File: src/rtl/stage_sequencer.sv
// Handshaked one-hot instruction-phase sequencer (IF->ID->EX->MEM->WB) with MEM skip, halt, per-stage watchdog and retire counter.
// Optional single-step launch control is enabled by defining SINGLE_STEP_EN; all outputs are registered.
module stage_sequencer #(
    parameter int CNT_W   = 16,
    parameter int TIMEOUT = 64,
    parameter int TMR_W   = 8
) (
    input  logic             clk,
    input  logic             n_reset,
    input  logic             run,
    input  logic             halt_req,
    input  logic [4:0]       stage_done,
    input  logic             skip_mem,
`ifdef SINGLE_STEP_EN
    input  logic             step,
`endif
    output logic [4:0]       stage_en,
    output logic [4:0]       stage_start,
    output logic             busy,
    output logic             halted,
    output logic             fault,
    output logic [2:0]       fault_stage,
    output logic [CNT_W-1:0] retired
);

    typedef enum logic [2:0] {
        ST_IDLE,
        ST_IF,
        ST_ID,
        ST_EX,
        ST_MEM,
        ST_WB,
        ST_HALT,
        ST_FAULT
    } state_t;

    localparam int               TO_LAST_I = (TIMEOUT > 0) ? TIMEOUT - 1 : 0;
    localparam logic [TMR_W-1:0] TO_LAST   = TMR_W'(TO_LAST_I);
    localparam bit               WD_EN     = (TIMEOUT > 0);

    state_t             state_q, state_d;
    logic [TMR_W-1:0]   timer_q, timer_d;
    logic               halt_pend_q, halt_pend_d;
    logic [CNT_W-1:0]   retired_q, retired_d;
    logic [2:0]         fault_stage_q, fault_stage_d;
    logic [4:0]         stage_en_q, stage_en_d;
    logic [4:0]         stage_start_q, stage_start_d;
    logic               busy_q, halted_q, fault_q;

    logic               in_stage;
    logic               cur_done;
    logic [2:0]         cur_idx;
    logic               launch;
    logic               chain_ok;

    // Single-step mode: each instruction needs its own step pulse from IDLE.
`ifdef SINGLE_STEP_EN
    assign launch   = run & step;
    assign chain_ok = 1'b0;
`else
    assign launch   = run;
    assign chain_ok = 1'b1;
`endif

    always_comb begin
        in_stage = 1'b0;
        cur_done = 1'b0;
        cur_idx  = 3'd0;
        case (state_q)
            ST_IF:  begin in_stage = 1'b1; cur_done = stage_done[0]; cur_idx = 3'd0; end
            ST_ID:  begin in_stage = 1'b1; cur_done = stage_done[1]; cur_idx = 3'd1; end
            ST_EX:  begin in_stage = 1'b1; cur_done = stage_done[2]; cur_idx = 3'd2; end
            ST_MEM: begin in_stage = 1'b1; cur_done = stage_done[3]; cur_idx = 3'd3; end
            ST_WB:  begin in_stage = 1'b1; cur_done = stage_done[4]; cur_idx = 3'd4; end
            default: ;
        endcase
    end

    always_comb begin
        state_d       = state_q;
        timer_d       = timer_q;
        halt_pend_d   = halt_pend_q;
        retired_d     = retired_q;
        fault_stage_d = fault_stage_q;

        case (state_q)
            ST_IDLE: begin
                if (halt_req) begin
                    state_d = ST_HALT;
                end else if (launch) begin
                    state_d = ST_IF;
                end
            end
            ST_IF:  if (cur_done) state_d = ST_ID;
            ST_ID:  if (cur_done) state_d = ST_EX;
            ST_EX:  if (cur_done) state_d = skip_mem ? ST_WB : ST_MEM;
            ST_MEM: if (cur_done) state_d = ST_WB;
            ST_WB: begin
                if (cur_done) begin
                    retired_d = retired_q + {{(CNT_W-1){1'b0}}, 1'b1};
                    if (halt_pend_q || halt_req) begin
                        state_d = ST_HALT;
                    end else if (run && chain_ok) begin
                        state_d = ST_IF;
                    end else begin
                        state_d = ST_IDLE;
                    end
                end
            end
            default: ;
        endcase

        // A completion in the last allowed cycle beats the timeout.
        if (in_stage) begin
            if (halt_req) begin
                halt_pend_d = 1'b1;
            end
            if (!cur_done) begin
                if (WD_EN && (timer_q == TO_LAST)) begin
                    state_d       = ST_FAULT;
                    fault_stage_d = cur_idx;
                end else begin
                    timer_d = timer_q + {{(TMR_W-1){1'b0}}, 1'b1};
                end
            end
        end

        if (state_d != state_q) begin
            timer_d = '0;
        end
        if (state_d == ST_HALT) begin
            halt_pend_d = 1'b0;
        end
    end

    // Outputs are decoded from the next state so they line up with state_q.
    always_comb begin
        stage_en_d = 5'b00000;
        case (state_d)
            ST_IF:   stage_en_d = 5'b00001;
            ST_ID:   stage_en_d = 5'b00010;
            ST_EX:   stage_en_d = 5'b00100;
            ST_MEM:  stage_en_d = 5'b01000;
            ST_WB:   stage_en_d = 5'b10000;
            default: stage_en_d = 5'b00000;
        endcase
        stage_start_d = (state_d != state_q) ? stage_en_d : 5'b00000;
    end

    always_ff @(posedge clk or negedge n_reset) begin
        if (!n_reset) begin
            state_q       <= ST_IDLE;
            timer_q       <= '0;
            halt_pend_q   <= 1'b0;
            retired_q     <= '0;
            fault_stage_q <= 3'd0;
            stage_en_q    <= 5'b00000;
            stage_start_q <= 5'b00000;
            busy_q        <= 1'b0;
            halted_q      <= 1'b0;
            fault_q       <= 1'b0;
        end else begin
            state_q       <= state_d;
            timer_q       <= timer_d;
            halt_pend_q   <= halt_pend_d;
            retired_q     <= retired_d;
            fault_stage_q <= fault_stage_d;
            stage_en_q    <= stage_en_d;
            stage_start_q <= stage_start_d;
            busy_q        <= |stage_en_d;
            halted_q      <= (state_d == ST_HALT);
            fault_q       <= (state_d == ST_FAULT);
        end
    end

    assign stage_en    = stage_en_q;
    assign stage_start = stage_start_q;
    assign busy        = busy_q;
    assign halted      = halted_q;
    assign fault       = fault_q;
    assign fault_stage = fault_stage_q;
    assign retired     = retired_q;

endmodule

File: config.mk
export PLATFORM = sky130hd
export DESIGN_NAME = stage_sequencer
export DESIGN_NICKNAME = d
export VERILOG_FILES = /design/src/rtl/stage_sequencer.sv
export SDC_FILE = /design/constraint.sdc
export NUM_CORES = 1
export LEC_CHECK = 0
export ABC_AREA = 1
export CAP_MARGIN = 20
export CORE_UTILIZATION = 47
export CTS_CLUSTER_DIAMETER = 30
export DETAILED_ROUTE_END_ITERATION = 6
export GPL_TIMING_DRIVEN = 0
export HOLD_SLACK_MARGIN = 0.15
export PLACE_DENSITY = 0.76
export SETUP_SLACK_MARGIN = 0.05
export SLEW_MARGIN = 10
export SYNTH_ARGS = -nofsm -noshare
export SYNTH_HDL_FRONTEND = slang
export SYNTH_SLANG_ARGS = --single-unit
File: constraint.sdc
create_clock -name clk -period 1.9 [get_ports clk]
set_input_delay 0.285 -clock clk [delete_from_list [all_inputs] [get_ports clk]]
set_output_delay 0.285 -clock clk [all_outputs]
set_load 0.01 [all_outputs]
==> tab_implementation.tex, run 1 <==
\begin{tabular}{lr}
\hline
Metric & Value \\
\hline
\multicolumn{2}{l}{\textbf{Place}} \\
Total instance count after detailed placement & 341 \\
Count of input and output buffers & 41 \\
Placed inst area & 0.002735 mm\^{}2 \\
DPL Wire Length & 3045 um \\
Routability Congestion & 0.8223 \\
\multicolumn{2}{l}{\textbf{Yosys}} \\
Count of distinct cell types in the synthesized netlist & 31 \\
Sequential fraction of the synthesis area & 0.4905 \\
Synth warn & 0 \\
Post-Syn Nets & 259 \\
Cell area after synthesis & 0.002245 mm\^{}2 \\
Post-synthesis average cell area & 9.088 um\^{}2 \\
Number of instances in the synthesized netlist & 247 \\
Total of flip-flops plus latches after synthesis & 44 \\
\multicolumn{2}{l}{\textbf{Routing}} \\
Wire length per cell after detailed routing & 12.60 um \\
DRC Markers & 4 \\
Via density per instance & 4.949 \\
DRC marker count from the first detailed-route iteration & 79 \\
Antenna violation net count after detailed routing & 0 \\
Number of iterations in the first detailed-routing pass & 6 \\
Total routed wirelength & 4736 um \\
Via count of the routed design & 1861 \\
\multicolumn{2}{l}{\textbf{STA}} \\
Transition time at the pin with the least slew margin & 0.4025 ns \\
Max Slew Vio Count & 0 \\
Accumulated negative setup slack & -0.3695 ns \\
Unrepaired setup endpoints after global routing & yes \\
Final Critical Period & 1.946 ns \\
Setup clock skew after layout & 0.006434 ns \\
Tightest slew margin relative to the limit & 0.7299 \\
Final setup viols & 11 \\
Final count of hold timing violations & 0 \\
Achievable frequency & 513.8 MHz \\
Setup slack after layout & -0.04640 ns \\
Part of the cycle the worst path needs & 1.024 \\
\multicolumn{2}{l}{\textbf{Worst setup path}} \\
Buffering stage count on the worst path with inverters included & 2 \\
Launching instance or port of the critical path & state\_q[1]\$\_DFF\_PN0\_ \\
Crit Path Class & flip-flop to flip-flop \\
Endpoint of the worst-slack reg-to-reg timing path & timer\_q[0]\$\_DFFE\_PN0P\_ \\
Depth of the worst register-to-register path & 12 \\
CP Data Arrival Time & 2.17 ns \\
Source of the worst register-to-register timing path & state\_q[1]\$\_DFF\_PN0\_ \\
Startpoint kind of the worst setup timing path & flip-flop \\
Flop-to-flop setup slack & -0.05 ns \\
Cells traversed along the worst timing path & buf\_6, nand4\_1, nand3\_2, nor2\_4, nand3\_4, nand2\_4, inv\_2, nand3\_2, nand2\_2, nor2\_4, nand2\_4, nor2\_2 \\
Peak fanout along the critical path & 8 \\
Cell family with the largest share of critical-path delay & simple AND/OR/NAND/NOR gates \\
Cell at the slowest stage of the critical path & dfrtp\_1 \\
Required @ worst endpoint & 2.13 ns \\
Worst Setup End Kind & flip-flop \\
Peak per-stage delay on the critical path & 0.41 ns \\
\multicolumn{2}{l}{\textbf{Cells and area}} \\
\# fillers & 330 \\
Number of nets in the finished design & 335 \\
Final cell count without fillers & 376 \\
Final non-filler cell area & 0.003184 mm\^{}2 \\
Fraction of final layout cells with drive strength greater than 1 & 0.3056 \\
Utilization after layout & 0.7117 \\
Layout overhead on the synthesized area & 41.86\% \\
Area of the multi-input gates & 0.001111 mm\^{}2 \\
Diode count & 0 \\
Sequential cell area & 0.001101 mm\^{}2 \\
\multicolumn{2}{l}{\textbf{Power}} \\
Power per unit of standard cell area & 499.8 mW/mm\^{}2 \\
Peak supply drop & 386.0 uV \\
P\_leak & 1.596 nW \\
Power, Total & 1.592 mW \\
\multicolumn{2}{l}{\textbf{Floorplanning}} \\
Core area & 0.004474 mm\^{}2 \\
Width of the chip & 71.11 um \\
Die outline height & 71.11 um \\
Site row count & 24 \\
Initial Utilization & 0.5017 \\
Count of pins on the block boundary & 42 \\
Die Area & 0.005056 mm\^{}2 \\
\multicolumn{2}{l}{\textbf{Min path}} \\
Min-delay worst type & input pin to asynchronous set/reset pin \\
\multicolumn{2}{l}{\textbf{Global routing}} \\
Grt total ovfl & 0 \\
Pin count of the biggest net entering global routing & 32 \\
Antenna violations before repair & 0 \\
Wire length of the first global-routing pass & 7583 um \\
Vias in the first global route & 1751 \\
Global-route total usage across every layer & 0.1923 \\
\multicolumn{2}{l}{\textbf{CTS}} \\
Post-CTS clock slew at the launch and capture registers of the worst setup and hold paths & 0.08 ns \\
Number of levels in the clock H-tree & 2 \\
Total clock buffers created by CTS & 5 \\
Max Buffers Root-to-Sink & 2 \\
Cell chosen for the clock root & clkbuf\_8 \\
Worst skew pair latency & 0.29 ns \\
Clock tree from TritonCTS & yes \\
Clock Sinks & 44 \\
\multicolumn{2}{l}{\textbf{Run}} \\
Number of max-cap violations & 0 \\
\multicolumn{2}{l}{\textbf{Run status}} \\
Violations in the final reports & design-rule violations, negative setup slack \\
Status & complete, but fails checks \\
\hline
\end{tabular}
[through the flow]
stage                     hold WS (ns)  setup WS [ns]
final                           0.4292       -0.04640
after global routing            0.4523        -0.1603
after CTS                       0.4443       -0.05415
after detailed placement        0.2172        -0.2021
after global placement          0.4578        -0.5759
after floorplan               -0.01059        0.07373
[how the worst max path moves through the flow]
stage,to,slack [ns],cells after the start
2_1_floorplan,timer_q[0]$_DFFE_PN0P_,0.07,13
3_3_place_gp,timer_q[5]$_DFFE_PN0P_,-0.58,1
3_5_place_dp,timer_q[2]$_DFFE_PN0P_,-0.20,13
4_1_cts,timer_q[0]$_DFFE_PN0P_,-0.05,13
5_1_grt,stage_start[3]$_DFF_PN0_,-0.16,13
6_report,timer_q[0]$_DFFE_PN0P_,-0.05,12
[layout make-up]
| class | count | area share |
|---|---|---|
| clock buffers | 7 | 0.02711 |
| plain buffers | 3 | 0.01061 |
| multi-input cells | 162 | 0.3489 |
| clock inverters | 1 | 0.002358 |
| inverters | 38 | 0.04637 |
| flip-flops and latches | 44 | 0.3458 |
| repair buffers | 69 | 0.1984 |
| well taps | 52 | 0.02043 |
[placed cells by master, fill, tap and decap left out, drive strengths merged]
cell type / n
dfrtp: 44
nand4: 5
a21oi: 6
clkdlybuf4s50: 40
ha: 2
inv: 38
dlygate4sd3: 1
nand3: 25
xor2: 8
nand2: 52
buf: 31
a22oi: 1
clkbuf: 7
nor2: 33
and2: 1
o21ai: 10
nor4: 1
o21bai: 2
clkinvlp: 1
a31oi: 2
a21boi: 1
xnor2: 8
nor3: 5
[synth_stat cells]
library cell | count | area share
ha_1 | 2 | 0.011
nor4_2 | 1 | 0.0056
xor2_1 | 8 | 0.031
inv_1 | 32 | 0.054
o21ai_0 | 9 | 0.020
inv_2 | 5 | 0.0084
a22oi_1 | 1 | 0.0033
buf_4 | 2 | 0.0067
nand3_1 | 18 | 0.040
nor3_2 | 1 | 0.0045
and2_1 | 1 | 0.0028
nor3_1 | 4 | 0.0089
inv_4 | 1 | 0.0028
nand4_1 | 4 | 0.011
a21oi_1 | 6 | 0.013
xnor2_1 | 8 | 0.031
nand3_2 | 5 | 0.022
nand2_4 | 3 | 0.015
dfrtp_1 | 44 | 0.49
nor2_4 | 4 | 0.020
a21boi_0 | 1 | 0.0033
nand4_4 | 1 | 0.0095
o21bai_1 | 2 | 0.0067
nand3_4 | 2 | 0.016
a31oi_1 | 2 | 0.0056
nor2_2 | 12 | 0.033
nand2_1 | 44 | 0.074
nor2_1 | 17 | 0.028
buf_6 | 1 | 0.0050
nand2_2 | 5 | 0.014
o21ai_1 | 1 | 0.0022
[what timing repair did]
item	CTS	global route
hold buffers	1	0
resized for setup	13	24
hold endpoints to repair	13	0
pin swaps	10	23
setup endpoints to repair	20	28
buffers inserted	10	15
cloned	0	1
[sequential cells by signal (all words and copies together), names as in the netlist]
name         cells
fault            1
halted           1
halt_pend_q      1
fault_stage      3
state_q          3
timer_q          8
retired         16
stage_en         5
stage_start      5
busy             1
[worst register-to-register path, delay by kind of cell (launching register included)]
kind / cells / cell delay [ns]
simple gates: 10 / 1.27
flops: 1 / 0.41
buf+inv: 2 / 0.19
[layer usage]
metal / up-vias / share of wire / track usage
met5: - / 0 / 0
met3: 8 / 0.052 / 0.04843
met4: 0 / 0.0089 / 0.05333
met2: 58 / 0.51 / 0.3323
met1: 865 / 0.43 / 0.2404
li1: 930 / - / -
[power breakdown]
group	switching [mW]	internal, mW
clock	0.308	0.295
sequential	0.00132	0.936
combinational	0.0258	0.0244
total	0.335	1.26
[cell families after synthesis]
family | after synthesis | share of synthesized area
xor gates and xnor gates | 16 | 0.06243
adders and majority gates | 2 | 0.01115
DFF | 44 | 0.4905
buffers and inverters | 41 | 0.07637
AOI/OAI and AO/OA | 22 | 0.05462
and+or+nand+nor | 122 | 0.3049
Note: power is estimated with default switching activity, not from simulation.
==> run 2: changes to the inputs <==
GPL_TIMING_DRIVEN = 1   (was 0)
==> run 2 against run 1 <==
The run still ends with design-rule violations, negative setup slack left. Final cell count rose by 2.9%. Final area rose by 3.3%. Sequential power barely moved. Sequential share of layout area down 1.0 points. Wire length rose by 7.6%. Setup slack improved by 0.017 ns. Core utilization up 2.3 points. Global-route usage rose by 2.7 points. Critical path type unchanged. Largest power group unchanged.
==> tab_implementation.tex, run 2 (synthesis results as in run 1) <==
\begin{tabular}{lr}
\hline
Metric & Value \\
\hline
\multicolumn{2}{l}{\textbf{Worst setup path}} \\
Startpoint kind of the worst setup timing path & flip-flop \\
Worst Setup End Kind & flip-flop \\
CP Data Arrival Time & 2.12 ns (-0.05 ns) \\
Crit Path Class & flip-flop to flip-flop \\
Peak fanout along the critical path & 7 (-1) \\
Required @ worst endpoint & 2.09 ns (-0.04 ns) \\
\multicolumn{2}{l}{\textbf{Global routing}} \\
Pin count of the biggest net entering global routing & 24 (-25\%) \\
Grt total ovfl & 0 (unchanged) \\
Vias in the first global route & 1806 (+3.1\%) \\
Global-route total usage across every layer & 0.2195 (+0.02714) \\
Antenna violations before repair & 0 (unchanged) \\
Wire length of the first global-routing pass & 8355 um (+10\%) \\
\multicolumn{2}{l}{\textbf{Routing}} \\
Total routed wirelength & 5097 um (+7.6\%) \\
DRC Markers & 4 (unchanged) \\
Via count of the routed design & 1912 (+2.7\%) \\
Via density per instance & 4.941 (-0.18\%) \\
Number of iterations in the first detailed-routing pass & 6 (unchanged) \\
Antenna violation net count after detailed routing & 0 (unchanged) \\
Wire length per cell after detailed routing & 13.17 um (+4.6\%) \\
DRC marker count from the first detailed-route iteration & 63 (-20\%) \\
\multicolumn{2}{l}{\textbf{Cells and area}} \\
Utilization after layout & 0.7352 (+0.02349) \\
Layout overhead on the synthesized area & 46.54\% \\
Commonest non-fill, non-tap cells in the layout & 42 x dfrtp\_1, 40 x clkdlybuf4s50\_1, 38 x nand2\_1, 38 x buf\_4, 30 x inv\_1 \\
Most frequent standard cell in the layout excluding fill and tap cells & dfrtp\_1 \\
Diode count & 0 (unchanged) \\
Number of flip-flops under the largest register name & 16 (unchanged) \\
Fraction of final layout cells with drive strength greater than 1 & 0.3403 (+0.03474) \\
Number of nets in the finished design & 346 (+3.3\%) \\
\multicolumn{2}{l}{\textbf{STA}} \\
Achievable frequency & 518.2 MHz (+0.87\%) \\
Final Critical Period & 1.930 ns (-0.01680 ns) \\
Setup slack after layout & -0.02961 ns (+0.01680 ns) \\
Final setup viols & 11 (unchanged) \\
Final count of hold timing violations & 0 (unchanged) \\
Part of the cycle the worst path needs & 1.016 (-0.008841) \\
Setup clock skew after layout & 0.004522 ns (-0.001913 ns) \\
Unrepaired setup endpoints after global routing & yes \\
Max Slew Vio Count & 0 (unchanged) \\
Tightest slew margin relative to the limit & 0.6841 (-0.04574) \\
Hold Slack & 0.4684 ns (+0.03921 ns) \\
Transition time at the pin with the least slew margin & 0.4738 ns (+0.07132 ns) \\
\multicolumn{2}{l}{\textbf{Place}} \\
Routability Congestion & 0.8537 (+3.8\%) \\
Setup slack after placement & -0.1320 ns (+0.07007 ns) \\
Count of input and output buffers & 41 (unchanged) \\
DPL Wire Length & 3382 um (+11\%) \\
\multicolumn{2}{l}{\textbf{Floorplanning}} \\
Width of the chip & 71.11 um (unchanged) \\
Core area & 0.004474 mm\^{}2 (unchanged) \\
Die Area & 0.005056 mm\^{}2 (unchanged) \\
Die outline height & 71.11 um (unchanged) \\
Site row count & 24 (unchanged) \\
Count of pins on the block boundary & 42 (unchanged) \\
Initial Utilization & 0.5017 (unchanged) \\
\multicolumn{2}{l}{\textbf{CTS}} \\
Max Buffers Root-to-Sink & 2 (unchanged) \\
Worst skew pair latency & 0.30 ns (about the same) \\
Clock Sinks & 44 (unchanged) \\
Post-CTS clock slew at the launch and capture registers of the worst setup and hold paths & 0.08 ns (about the same) \\
Clock tree from TritonCTS & yes \\
Cell chosen for the clock root & clkbuf\_8 \\
Total clock buffers created by CTS & 5 (unchanged) \\
Number of levels in the clock H-tree & 2 (unchanged) \\
\multicolumn{2}{l}{\textbf{Power}} \\
Peak supply drop & 449.3 uV (+16\%) \\
Power, Total & 1.745 mW (+9.6\%) \\
P\_leak & 1.644 nW (+3.0\%) \\
Power per unit of standard cell area & 530.5 mW/mm\^{}2 (+6.1\%) \\
\multicolumn{2}{l}{\textbf{Run}} \\
Number of max-cap violations & 0 (unchanged) \\
\multicolumn{2}{l}{\textbf{Min path}} \\
Min-delay worst type & input pin to asynchronous set/reset pin \\
\multicolumn{2}{l}{\textbf{Run status}} \\
Status & complete, but fails checks \\
Violations in the final reports & design-rule violations, negative setup slack \\
\hline
\end{tabular}
==> run 2: cell count changes in the layout (fill, tap and decap cells not counted), sizes merged <==
| cell | previous run | this run |
|---|---|---|
| bufinv | 0 | 1 |
| clkinv | 0 | 1 |
| clkbuf | 7 | 6 |
| buf | 31 | 42 |
| clkinvlp | 1 | 0 |
==> run 2: worst max-delay path: stages, from the launching register on <==
cell and delay [ns]:
dfrtp_2 0.50, nand4_1 0.18, nand3_4 0.12, nor2_4 0.24, nand3_4 0.15, nand2_4 0.10, inv_2 0.04, nand3_2 0.06
nand2_2 0.06, nor2_4 0.17, buf_6 0.14, a21oi_2 0.05
==> run 2: metal layers <==
layer | vias to the layer above | track usage | share of wire
li1 | 954 | - | -
met2 | 50 | 0.3835 | 0.52
met5 | - | 0 | 0
met4 | 0 | 0.06889 | 0.015
met1 | 899 | 0.2731 | 0.43
met3 | 9 | 0.04558 | 0.042
==> run 2: what timing repair did <==
item | CTS | global route
setup endpoints to repair | 16 | 26
resized for setup | 18 | 22
pin swaps | 20 | 14
hold endpoints to repair | 21 | 0
setup buffers | 11 | 2
hold buffers | 1 | 0
==> run 2: path summary, 6_finish.rpt <==
path	startpoint	end	slack (ns)	cells past startpoint
worst max register to register	state_q[1]$_DFF_PN0_	stage_start[0]$_DFF_PN0_	-0.03	11
worst max-delay path	state_q[1]$_DFF_PN0_	stage_start[0]$_DFF_PN0_	-0.03	11
min in group clk	retired[15]$_DFFE_PN0P_	retired[15]$_DFFE_PN0P_	0.48	1
worst min-delay path	n_reset	retired[10]$_DFFE_PN0P_	0.47	2
max in group asynchronous	n_reset	timer_q[2]$_DFFE_PN0P_	0.88	3
worst min register to register	retired[15]$_DFFE_PN0P_	retired[15]$_DFFE_PN0P_	0.48	1
==> run 2: layout make-up <==
class | instances | area, um^2
Inverter | 38 | 145.1
Clock buffer | 6 | 82.58
Clock inverter | 2 | 38.79
Multi-Input combinational cell | 162 | 1120
Tap cell | 52 | 65.06
Timing Repair Buffer | 83 | 734.5
Fill cell | 316 | 1185
Sequential cell | 44 | 1104
==> run 2: stage by stage <==
| step | setup TNS (ns) | cell area [um^2] | cells |
|---|---|---|---|
| floorplan | 0 | 2245 | 247 |
| global placement | -0.7959 | 2899 | 365 |
| detailed placement | -1.088 | 2899 | 365 |
| CTS | 0 | 3174 | 385 |
| global route | -1.818 | 3289 | 387 |
| finish | -0.2550 | 3289 | 387 |
==> run 2: power breakdown <==
part           internal (mW)  switching [mW]
Combinational         0.0248          0.0265
Clock                  0.430           0.326
Sequential             0.936         0.00129
Total                   1.39           0.354
==> run 3: changes to the inputs <==
CAP_MARGIN = unset   (was 20)
CTS_CLUSTER_SIZE = 8   (was unset)
HOLD_SLACK_MARGIN = unset   (was 0.15)
==> results of run 3 <==
Same layout as run 2: the final DEF is identical, and so are final timing and power.
